**src/rtl/seq_alu_disp_if.sv**
```systemverilog
// Handshake and result bus of the sequential ALU.
// master: the requester driving start/op/operands; slave: the ALU itself.
interface seq_alu_disp_if #(
  parameter int NBITS = 4
);
  logic             start;
  logic [2:0]       op;
  logic [NBITS-1:0] a;
  logic [NBITS-1:0] b;
  logic [NBITS-1:0] result;
  logic             carry;
  logic             ovf;
  logic             zero;
  logic             neg;
  logic             busy;
  logic             done;
  logic [7:0]       seg;

  modport master (
    output start, op, a, b,
    input  result, carry, ovf, zero, neg, busy, done, seg
  );

  modport slave (
    input  start, op, a, b,
    output result, carry, ovf, zero, neg, busy, done, seg
  );
endinterface

```
**src/rtl/seq_alu_disp.sv**
```systemverilog
// Sequential ALU with start/done handshake, shift-add multiplier and 7-seg
// decode of the result low nibble.
// Optional feature macro: ALU_SATURATE_EN (clamp ADD/SUB/MUL on overflow).
//
// state  | meaning
// S_IDLE | waiting for start; single-cycle ops complete here
// S_MUL  | shift-add multiplier iterating, busy=1
module seq_alu_disp #(
  parameter int NBITS = 4
) (
  input  logic          clk_2,
  input  logic          reset_n,
  seq_alu_disp_if.slave bus
);

  localparam int CW = $clog2(NBITS);
  localparam logic [CW-1:0]    LAST = CW'(NBITS - 1);
  localparam logic [NBITS-1:0] SMAX = {1'b0, {(NBITS-1){1'b1}}};
  localparam logic [NBITS-1:0] SMIN = {1'b1, {(NBITS-1){1'b0}}};
`ifdef ALU_SATURATE_EN
  localparam bit SAT_EN = 1'b1;
`else
  localparam bit SAT_EN = 1'b0;
`endif

  typedef enum logic {S_IDLE, S_MUL} state_t;

  state_t             state_q, state_d;
  logic [NBITS-1:0]   a_q, a_d, b_q, b_d;
  logic [CW-1:0]      cnt_q, cnt_d;
  logic [2*NBITS-1:0] acc_q, acc_d;
  logic [NBITS-1:0]   result_q, result_d;
  logic               carry_q, carry_d;
  logic               ovf_q, ovf_d;
  logic               done_q, done_d;

  logic [NBITS:0]     sum, diff;
  logic               add_ovf, sub_ovf, mul_ovf;
  logic [2*NBITS-1:0] addend, acc_sum;
  logic [3:0]         nib;
  logic [6:0]         seg7;

  // Operand-path arithmetic, one bit wider to expose carry/borrow.
  assign sum     = {1'b0, bus.a} + {1'b0, bus.b};
  assign diff    = {1'b0, bus.a} - {1'b0, bus.b};
  assign add_ovf = (bus.a[NBITS-1] == bus.b[NBITS-1]) && (sum[NBITS-1] != bus.a[NBITS-1]);
  assign sub_ovf = (bus.a[NBITS-1] != bus.b[NBITS-1]) && (diff[NBITS-1] != bus.a[NBITS-1]);
  assign addend  = b_q[cnt_q] ? ({{NBITS{1'b0}}, a_q} << cnt_q) : '0;
  assign acc_sum = acc_q + addend;
  assign mul_ovf = |acc_sum[2*NBITS-1:NBITS];

  // Next-state, operand latch and result/flag computation.
  always_comb begin
    state_d  = state_q;
    a_d      = a_q;
    b_d      = b_q;
    cnt_d    = cnt_q;
    acc_d    = acc_q;
    result_d = result_q;
    carry_d  = carry_q;
    ovf_d    = ovf_q;
    done_d   = 1'b0;
    case (state_q)
      S_IDLE: begin
        if (bus.start) begin
          a_d = bus.a;
          b_d = bus.b;
          if (bus.op == 3'd5) begin
            state_d = S_MUL;
            cnt_d   = '0;
            acc_d   = '0;
          end else begin
            done_d   = 1'b1;
            result_d = '0;
            carry_d  = 1'b0;
            ovf_d    = 1'b0;
            case (bus.op)
              3'd0: result_d = bus.a & bus.b;
              3'd1: result_d = bus.a | bus.b;
              3'd2: begin
                result_d = sum[NBITS-1:0];
                carry_d  = sum[NBITS];
                ovf_d    = add_ovf;
                if (SAT_EN && add_ovf) result_d = bus.a[NBITS-1] ? SMIN : SMAX;
              end
              3'd3: begin
                result_d = diff[NBITS-1:0];
                carry_d  = diff[NBITS];
                ovf_d    = sub_ovf;
                if (SAT_EN && sub_ovf) result_d = bus.a[NBITS-1] ? SMIN : SMAX;
              end
              3'd4: result_d = bus.a ^ bus.b;
              default: result_d = '0;
            endcase
          end
        end
      end
      S_MUL: begin
        acc_d = acc_sum;
        cnt_d = cnt_q + 1'b1;
        if (cnt_q == LAST) begin
          state_d  = S_IDLE;
          done_d   = 1'b1;
          carry_d  = 1'b0;
          ovf_d    = mul_ovf;
          result_d = (SAT_EN && mul_ovf) ? '1 : acc_sum[NBITS-1:0];
        end
      end
      default: state_d = S_IDLE;
    endcase
  end

  // State and datapath registers; synchronous reset wins over start.
  always_ff @(posedge clk_2) begin
    if (!reset_n) begin
      state_q  <= S_IDLE;
      a_q      <= '0;
      b_q      <= '0;
      cnt_q    <= '0;
      acc_q    <= '0;
      result_q <= '0;
      carry_q  <= 1'b0;
      ovf_q    <= 1'b0;
      done_q   <= 1'b0;
    end else begin
      state_q  <= state_d;
      a_q      <= a_d;
      b_q      <= b_d;
      cnt_q    <= cnt_d;
      acc_q    <= acc_d;
      result_q <= result_d;
      carry_q  <= carry_d;
      ovf_q    <= ovf_d;
      done_q   <= done_d;
    end
  end

  // Hex digit of the result low nibble, zero-extended for narrow results.
  assign nib = 4'(result_q);
  always_comb begin
    seg7 = 7'h00;
    case (nib)
      4'h0: seg7 = 7'h3F;
      4'h1: seg7 = 7'h06;
      4'h2: seg7 = 7'h5B;
      4'h3: seg7 = 7'h4F;
      4'h4: seg7 = 7'h66;
      4'h5: seg7 = 7'h6D;
      4'h6: seg7 = 7'h7D;
      4'h7: seg7 = 7'h07;
      4'h8: seg7 = 7'h7F;
      4'h9: seg7 = 7'h6F;
      4'hA: seg7 = 7'h77;
      4'hB: seg7 = 7'h7C;
      4'hC: seg7 = 7'h39;
      4'hD: seg7 = 7'h5E;
      4'hE: seg7 = 7'h79;
      4'hF: seg7 = 7'h71;
      default: seg7 = 7'h00;
    endcase
  end

  assign bus.result = result_q;
  assign bus.carry  = carry_q;
  assign bus.ovf    = ovf_q;
  assign bus.zero   = (result_q == '0);
  assign bus.neg    = result_q[NBITS-1];
  assign bus.busy   = (state_q == S_MUL);
  assign bus.done   = done_q;
  assign bus.seg    = {ovf_q, seg7};

endmodule

```
**src/flat_wrapper.sv**
```systemverilog
// flat-port wrapper written by rule: the top's interface ports become plain ports
module seq_alu_disp_flat 
#(
  parameter int NBITS = 4
)
  (clk_2, reset_n, bus_start, bus_op, bus_a, bus_b, bus_result, bus_carry, bus_ovf, bus_zero, bus_neg, bus_busy, bus_done, bus_seg);
  seq_alu_disp_if #(.NBITS(NBITS)) bus_i ();
  input  logic clk_2;
  input  logic reset_n;
  input wire logic [$bits(bus_i.start)-1:0] bus_start;
  input wire logic [$bits(bus_i.op)-1:0] bus_op;
  input wire logic [$bits(bus_i.a)-1:0] bus_a;
  input wire logic [$bits(bus_i.b)-1:0] bus_b;
  output wire logic [$bits(bus_i.result)-1:0] bus_result;
  output wire logic [$bits(bus_i.carry)-1:0] bus_carry;
  output wire logic [$bits(bus_i.ovf)-1:0] bus_ovf;
  output wire logic [$bits(bus_i.zero)-1:0] bus_zero;
  output wire logic [$bits(bus_i.neg)-1:0] bus_neg;
  output wire logic [$bits(bus_i.busy)-1:0] bus_busy;
  output wire logic [$bits(bus_i.done)-1:0] bus_done;
  output wire logic [$bits(bus_i.seg)-1:0] bus_seg;
  assign bus_i.start = bus_start;
  assign bus_i.op = bus_op;
  assign bus_i.a = bus_a;
  assign bus_i.b = bus_b;
  assign bus_result = bus_i.result;
  assign bus_carry = bus_i.carry;
  assign bus_ovf = bus_i.ovf;
  assign bus_zero = bus_i.zero;
  assign bus_neg = bus_i.neg;
  assign bus_busy = bus_i.busy;
  assign bus_done = bus_i.done;
  assign bus_seg = bus_i.seg;
  seq_alu_disp #(.NBITS(NBITS)) u_core (.clk_2(clk_2), .reset_n(reset_n), .bus(bus_i));
endmodule
```
**config.mk**
```make
export PLATFORM = sky130hd
export DESIGN_NAME = seq_alu_disp_flat
export DESIGN_NICKNAME = d
export VERILOG_FILES = /design/src/rtl/seq_alu_disp_if.sv /design/src/rtl/seq_alu_disp.sv /design/src/flat_wrapper.sv
export SDC_FILE = /design/constraint.sdc
export NUM_CORES = 1
export LEC_CHECK = 0
export ABC_AREA = 1
export BUFFER_PORTS_ARGS = -buffer_cell sky130_fd_sc_hd__buf_2
export CORE_ASPECT_RATIO = 0.5
export CORE_UTILIZATION = 53
export DETAILED_ROUTE_END_ITERATION = 12
export PLACE_DENSITY = 0.86
export SETUP_SLACK_MARGIN = 0.05
export SYNTH_ARGS = -nofsm -noshare
export SYNTH_HDL_FRONTEND = slang
export SYNTH_SLANG_ARGS = --single-unit
```
**constraint.sdc**
```tcl
create_clock -name clk_2 -period 2.6 [get_ports clk_2]
set_input_delay 0.52 -clock clk_2 [delete_from_list [all_inputs] [get_ports clk_2]]
set_output_delay 0.52 -clock clk_2 [all_outputs]
set_load 0.1 [all_outputs]
```
==> results of run 1 <==
-- stage by stage --
| stage | instance area (µm²) | utilization [%] | worst slack (ps) | std cells | hold WS, ps |
|---|---|---|---|---|---|
| 3_5_place_dp | 2953 | 64.57 | -146.0 | 503 | 454.3 |
| 2_1_floorplan | 2654 | - | 67.53 | 400 | 444.3 |
| 3_3_place_gp | 2953 | 64.57 | -77.17 | 503 | 451.4 |
| 6_report | 3267 | 71.44 | 78.49 | 516 | 465.7 |
| 4_1_cts | 3068 | 67.09 | 52.18 | 511 | 466.0 |
| 5_1_grt | 3267 | 71.44 | -54.04 | 516 | 493.6 |
-- cell usage in the layout, fill, tap and decap left out, types with 2 or more instances in the layout --
master | synthesis | final
dfxtp_2 | 0 | 2
nor2_2 | 1 | 4
ha_1 | 27 | 20
ha_4 | 0 | 6
fa_1 | 3 | 3
nor2_1 | 29 | 24
o21ai_0 | 24 | 19
inv_1 | 59 | 54
nand3_1 | 36 | 30
clkbuf_8 | 1 | 7
inv_4 | 1 | 2
nand2_2 | 2 | 3
o21ai_1 | 1 | 3
buf_6 | 0 | 3
nand3_2 | 1 | 7
inv_2 | 4 | 8
nand3b_1 | 3 | 3
nor2_4 | 2 | 4
nand2_1 | 111 | 110
buf_2 | 1 | 31
a21oi_2 | 3 | 4
dfxtp_1 | 33 | 30
a21oi_1 | 27 | 26
nand2_4 | 2 | 2
a21oi_4 | 2 | 2
buf_4 | 3 | 19
o21ai_2 | 2 | 4
nand4_1 | 5 | 5
-- cell families after synthesis --
family	count (synthesis)
AND/OR/NAND/NOR	198
buffers and inverters	75
AO/OA/AOI/OAI	63
flip-flops	33
adder cells (fa/ha/maj)	30
XOR/XNOR	1
-- cells in the mapped netlist --
master | n | area (µm²)
a21oi_4 | 2 | 32.53
a211oi_1 | 1 | 7.510
nor2_1 | 29 | 108.9
nand2_4 | 2 | 22.52
nand4_1 | 5 | 31.28
nor2_2 | 1 | 6.260
clkbuf_8 | 1 | 13.76
inv_1 | 59 | 221.5
inv_2 | 4 | 15.01
dfxtp_1 | 33 | 660.6
fa_1 | 3 | 60.06
o22ai_1 | 1 | 6.260
o21ai_2 | 2 | 17.52
nand3b_1 | 3 | 22.52
nor4_1 | 1 | 6.260
a21oi_1 | 27 | 135.1
nor3_4 | 1 | 16.27
nand2_2 | 2 | 12.51
nand3_2 | 1 | 10.01
clkbuf_1 | 3 | 11.26
nand2_1 | 111 | 416.7
clkbuf_2 | 1 | 5.000
buf_1 | 2 | 7.510
nand3_1 | 36 | 180.2
o21ai_0 | 24 | 120.1
nor2_4 | 2 | 22.52
ha_1 | 27 | 337.8
buf_2 | 1 | 5.000
o31ai_1 | 1 | 7.510
a21oi_2 | 3 | 26.28
a21boi_0 | 1 | 7.510
or2_2 | 1 | 6.260
nor3_1 | 2 | 10.01
buf_4 | 3 | 22.52
inv_4 | 1 | 6.260
nand2_8 | 1 | 20.02
o21ai_1 | 1 | 5.000
xnor2_1 | 1 | 8.760
-- power breakdown --
group / switching [mW] / internal (mW) / total, mW
sequential: 0.0235 / 0.543 / 0.567
combinational: 0.466 / 0.159 / 0.625
clock: 0.214 / 0.240 / 0.453
-- worst register-to-register path: stages (launching register included) --
cell     delay, ps
dfxtp_4        380
buf_6          110
inv_4           30
o21ai_4        150
nor3_2          70
ha_2           200
fa_1           560
a21oi_2         90
a21oi_2        210
inv_2          100
buf_6          120
ha_1           160
nand2_1         70
nand2_1         60
nand2_1         60
nand2_1         50
-- cell type report --
class | instances | area, µm² | area share (%)
Multi-Input combinational cell | 292 | 1839 | 56.30
Sequential cell | 33 | 666.9 | 20.41
Tap cell | 66 | 82.58 | 2.528
Clock inverter | 1 | 5.005 | 0.1532
Clock buffer | 7 | 96.34 | 2.949
Timing Repair Buffer | 53 | 331.6 | 10.15
Inverter | 64 | 245.2 | 7.507
-- state kept, by name, indices dropped and copies added (netlist names) --
register,cells
u_core.acc_q,8
u_core.seg7,7
u_core.a_q,4
u_core.b_q,4
u_core.bus.result,4
u_core.cnt_q,2
u_core.bus.busy,1
u_core.bus.carry,1
u_core.bus.done,1
u_core.bus.ovf,1
-- layer usage --
metal / routed length (µm) / vias up / global-route usage [%]
li1: - / 1371 / -
met3: 371 / 13 / 6.452
met2: 3051 / 92 / 44.37
met5: 0 / - / 0
met4: 100 / 0 / 7.971
met1: 3123 / 1198 / 34.65
-- what timing repair did --
action                                  CTS  global route
gates resized for setup                   6            40
endpoints found under the setup margin    7            10
setup buffers                             0             5
hold endpoints to repair                  0             0
pin swaps                                 1            14
hold buffers                              0             0
-- final timing paths --
check / endpoint / slack, ps / cells after the start / start
setup / recovery: u_core.seg7[5] / 80 / 15 / u_core.cnt_q[0]
hold / removal: u_core.bus.carry / 470 / 2 / u_core.bus.carry
setup reg to reg: u_core.seg7[5] / 80 / 15 / u_core.cnt_q[0]
hold reg to reg: u_core.bus.carry / 470 / 2 / u_core.bus.carry
==> results.cfg, run 1 <==
[run_status]
outcome = finished, final reports clean

[logic_synthesis]
synth_warnings = 0
main_combinational_cell_family_by_area_after_synthesis = simple AND/OR/NAND/NOR gates
synthAdderAreaFrac_pct = 15.11
post_synth_mux_area_share_pct = 0
synth_seq_area_share_pct = 25.10
postSynthRegisterBits = 33
post_synth_xor_area_fraction_pct = 0.3327
distinct_cells_synth = 38
syn_inst = 400
netlist_area_before_placement_um2 = 2633
synthSimpleGateAreaFrac_pct = 33.89
compound_cell_area_share_of_the_yosys_netlist_pct = 13.88
avgSynthCellArea_um2 = 6.581
syn_nets = 444

[die]
ios = 32
fp-row-count = 17
die_x_um = 101.7
starting_density_pct = 57.56
floorplan.die.height_um = 51.84
fp.dieArea_um2 = 5270
core_area_um2 = 4573

[routing]
vias = 2674
antenna_violating_nets_post_route = 0
via_per_inst = 5.182
route.detailed.drc = 0
drt_first_pass_iters = 5
wirelength_mm = 6.647
initialDrtViolationCount = 118
routed_wire_length_per_instance_um = 12.88

[worst_setup_path]
critPathArrivalTime_ps = 2720
worst-path-buf-inv = 4
cpLargestDelayFamily = adder cells
crit_chain = buf_6 -> inv_4 -> o21ai_4 -> nor3_2 -> ha_2 -> fa_1 -> a21oi_2 -> a21oi_2 -> inv_2 -> buf_6 -> ha_1 -> nand2_1 -> nand2_1 -> nand2_1 -> nand2_1
most_common_cell_type_on_the_critical_path = nand2_1
critical-path-max-stage-delay_ps = 560
cp-start-kind = flop
worst_ep_required_time_ps = 2800
worst-setup-path-type = reg -> reg
worst-path-max-fanout = 4
crit_path_end_kind = flop
cpMaxStageDelayCell = fa_1

[clock_tree]
cts_inserted_buffers = 5
clk_transition_reported_paths_ps = 80
cts_root_buffer = clkbuf_8
htree_levels = 2
clock_sink_count = 33
ctsLongestPathBuffers = 2
cts_tree = done
clk-insertion-delay-late_ps = 300

[grt]
grt_pass1_vias = 2335
grt_max_degree = 17
globalRoute.totalOverflow = 0
number_of_antenna_violations_at_the_first_check_in_global_routing = 0
global_route.usage.total_pct = 26.72
global_route_wire_length_before_repair_mm = 10.54

[timing]
minimum_period_implied_by_the_final_worst_setup_slack_ps = 2522
fin_crit_sh_pct = 96.98
hold_viol_final = 0
fin_worst_skew_ps = 9.485
final_slew_violations = 0
final.setup.tns_ps = 0
grt_setup_unrepaired = yes
report.final.setup_viol = 0
worst-slew-pin-transition_ps = 491.7
fmax_ghz = 0.3966
max_slew_margin_pct = 67.45

[layout]
area_delta_synth_final_pct = 24.10
final_layout_size_suffix_gt1_share_pct = 26.00
antenna-diode-count = 0
number_of_fill_cells_in_the_layout = 359
design.final.nets = 493

[placement]
place.detailed.hpwl_mm = 4.723
routability_congestion_estimate = 0.9312
io_buffers = 31

[power_and_ir_drop]
powerDensity_nw_per_um2 = 503.6
total_power_mw = 1.645
power_leakage_nw = 1.665
vdd_ir_drop_max_uv = 429.3

[job]
timing.max_cap.violations = 0

[hold_path]
tightest_hold_check_type = reg -> reg
Power figures use the tool's default switching activity.
==> run 2: changes to the inputs <==
ABC_AREA = unset   (was 1)
CORE_ASPECT_RATIO = 1.1   (was 0.5)
==> run 2 against run 1 <==
  * Largest cell class unchanged
  * Sequential cell count stayed put
  * Cell count fell by 18%
  * Combinational power fell by 15%
  * Power down 10%
  * The flow now finishes with violations (setup timing)
  * Fmax shrank 11%
  * Setup slack lost 330 ps
  * Wire length up 6.5%
  * Utilization up 4.9 points
==> results.cfg, run 2 <==
[run_status]
outcome = complete, but fails checks
violations_in_the_final_reports = setup timing

[timing]
fin_worst_skew_ps = 7.397
timing.hold.ws_ps = 481.2
grt_setup_unrepaired = yes
minimum_period_implied_by_the_final_worst_setup_slack_ps = 2848
worst-slew-pin-transition_ps = 482.5
fin_crit_sh_pct = 109.5
report.final.setup_viol = 9
fmax_ghz = 0.3512
max_slew_margin_pct = 67.49
worst_slack_ps = -247.7
hold_viol_final = 0
final_slew_violations = 0

[clock_tree]
cts_tree = done
holdBufCountCts = 0
cts_inserted_buffers = 5
clk_transition_reported_paths_ps = 70
htree_levels = 2
cts_root_buffer = clkbuf_8
ctsLongestPathBuffers = 2
clk-insertion-delay-late_ps = 290
clock_sink_count = 33

[layout]
fin_util_pct = 76.31
area_delta_synth_final_pct = 35.65
final-seq-area_um2 = 670.6
largest_reg_flops = 8
final_area_um2 = 3342
number_of_fill_cells_in_the_layout = 273
final_common_cell = buf_4
final_layout_size_suffix_gt1_share_pct = 38.15
design.final.nets = 410
antenna-diode-count = 0
total_area_of_multi_input_combinational_cells_um2 = 1851
most-common-layout-cells = buf_4, buf_2, nand2_1
top_register = u_core.acc_q

[logic_synthesis]
synth_seq_area_share_pct = 26.82
synthDominantCellAreaShare_pct = 26.82
syn_inst = 290
post-synth-top-area-cell = dfxtp_1
avgSynthCellArea_um2 = 8.495
synth_top_flop_cell = dfxtp_1
syn_nets = 334
synth_top_cells_by_count = dfxtp_1, nand2_1, ha_1
ys_top_cells_by_area = dfxtp_1, ha_1, nand2_1
distinct_cells_synth = 52
yosysMostFrequentCell = dfxtp_1
async_reset_ff_share_pct = 0
netlist_area_before_placement_um2 = 2464
synth_warnings = 0
synth_enable_flop_cells = 0
postSynthRegisterBits = 33

[placement]
place.detailed.hpwl_mm = 4.777
routability_congestion_estimate = 0.9296
dpl-instance-area_um2 = 2962
io_buffers = 31

[routing]
route.detailed.drc = 0
routed_wire_length_per_instance_um = 16.81
initialDrtViolationCount = 120
antenna_violating_nets_post_route = 0
drt_first_pass_iters = 4
via_per_inst = 5.741
wirelength_mm = 7.079
vias = 2417

[worst_setup_path]
cp-start-kind = flop
critPathArrivalTime_ps = 3030
rr_endpoint = u_core.seg7[3]
worst_ep_required_time_ps = 2780
worst-setup-path-type = reg -> reg
crit_path_end_kind = flop
regToRegSetupSlack_ps = -250
critPathCapture = u_core.seg7[3]
r2r-start = u_core.cnt_q[0]
worst-path-max-fanout = 8
startpoint = u_core.cnt_q[0]
reg2regPathDepth = 12

[hold_path]
tightest_hold_check_type = reg -> reg
worstHoldStart = u_core.acc_q[6]

[grt]
grt_max_degree = 19
number_of_antenna_violations_at_the_first_check_in_global_routing = 0
global_route_wire_length_before_repair_mm = 10.58
grt_pass1_vias = 2404
global_route.usage.total_pct = 28.90
globalRoute.totalOverflow = 0

[power_and_ir_drop]
powerDensity_nw_per_um2 = 440.7
total_power_mw = 1.473
power_leakage_nw = 1.553
vdd_ir_drop_max_uv = 458.5

[die]
starting_density_pct = 56.26
floorplan.die.height_um = 73.51
core_area_um2 = 4379
ios = 32
fp.dieArea_um2 = 4925
die_x_um = 67.01
fp-row-count = 25

[job]
timing.max_cap.violations = 0
==> run 2: cell types whose count changed after synthesis, moves of 7 or more <==
cell | previous run | this run
inv_1 | 59 | 18
a21boi_0 | 1 | 12
and2_1 | 0 | 7
o21ai_0 | 24 | 14
nand2_1 | 111 | 32
nor2_1 | 29 | 13
nand3_1 | 36 | 8
nor2b_1 | 0 | 8
a21oi_1 | 27 | 17
==> run 2: worst min path at each step <==
stage                                  to  slack, ps  cells past startpoint
after floorplan           u_core.acc_q[5]        450                      2
after global placement    u_core.acc_q[6]        460                      2
after detailed placement  u_core.acc_q[7]        480                      2
after CTS                 u_core.acc_q[7]        470                      2
after global routing      u_core.acc_q[5]        500                      2
final                     u_core.acc_q[6]        480                      2
==> run 2: per-stage QoR <==
step	TNS, ps	std cells	setup WS, ps
2_1_floorplan	-65.33	290	-65.33
3_5_place_dp	-2254	396	-334.7
6_report	-1501	421	-247.7
3_3_place_gp	-1543	396	-232.4
4_1_cts	-984.5	417	-175.4
5_1_grt	-2583	421	-374.5
==> run 2: what timing repair did <==
item,4_1_cts,5_1_grt
gates cloned,0,1
gates resized for setup,14,33
hold endpoints to repair,0,0
setup buffers,13,7
pin swaps,6,12
endpoints found under the setup margin,10,12
==> run 2: where the power goes <==
| part | leakage, nW | switching, mW | internal, mW |
|---|---|---|---|
| Clock | 0.0450 | 0.202 | 0.186 |
| Sequential | 0.272 | 0.0211 | 0.533 |
| Combinational | 1.24 | 0.359 | 0.173 |
==> run 2: worst max-delay path: stages (launching register included) <==
cell	delay (ps)
dfxtp_4	380
buf_6	130
nor4b_4	230
ha_2	250
fa_1	440
or3_1	360
o211ai_1	150
a21oi_2	80
inv_2	100
ha_4	140
nand2_2	60
a21boi_1	150
mux2_4	260
==> run 2: logic make-up (layout without fill, tap and decap cells) <==
| group | count (synthesis) | count (layout) | synth area share, % |
|---|---|---|---|
| and+or+nand+nor | 92 | 92 | 18.84 |
| AOI/OAI and AO/OA | 81 | 81 | 22.70 |
| buffers and inverters | 37 | 114 | 6.907 |
| DFF | 33 | 33 | 26.82 |
| adders and majority gates | 30 | 30 | 16.15 |
| muxes | 11 | 11 | 6.450 |
| xor gates and xnor gates | 6 | 6 | 2.133 |
==> run 2: final cells by class <==
type,count,area share (%)
clock inverter,2,0.2995
multi-input combinational,220,55.37
sequential,33,20.07
tap,54,2.022
inverter,19,2.134
timing repair buffer,87,17.93
clock buffer,6,2.171
==> run 2: layer usage <==
layer / global-route usage (%) / wire (µm)
met4: 15.60 / 199
met3: 5.280 / 247
met2: 51.44 / 3744
met1: 31.86 / 2887
met5: 0 / 0
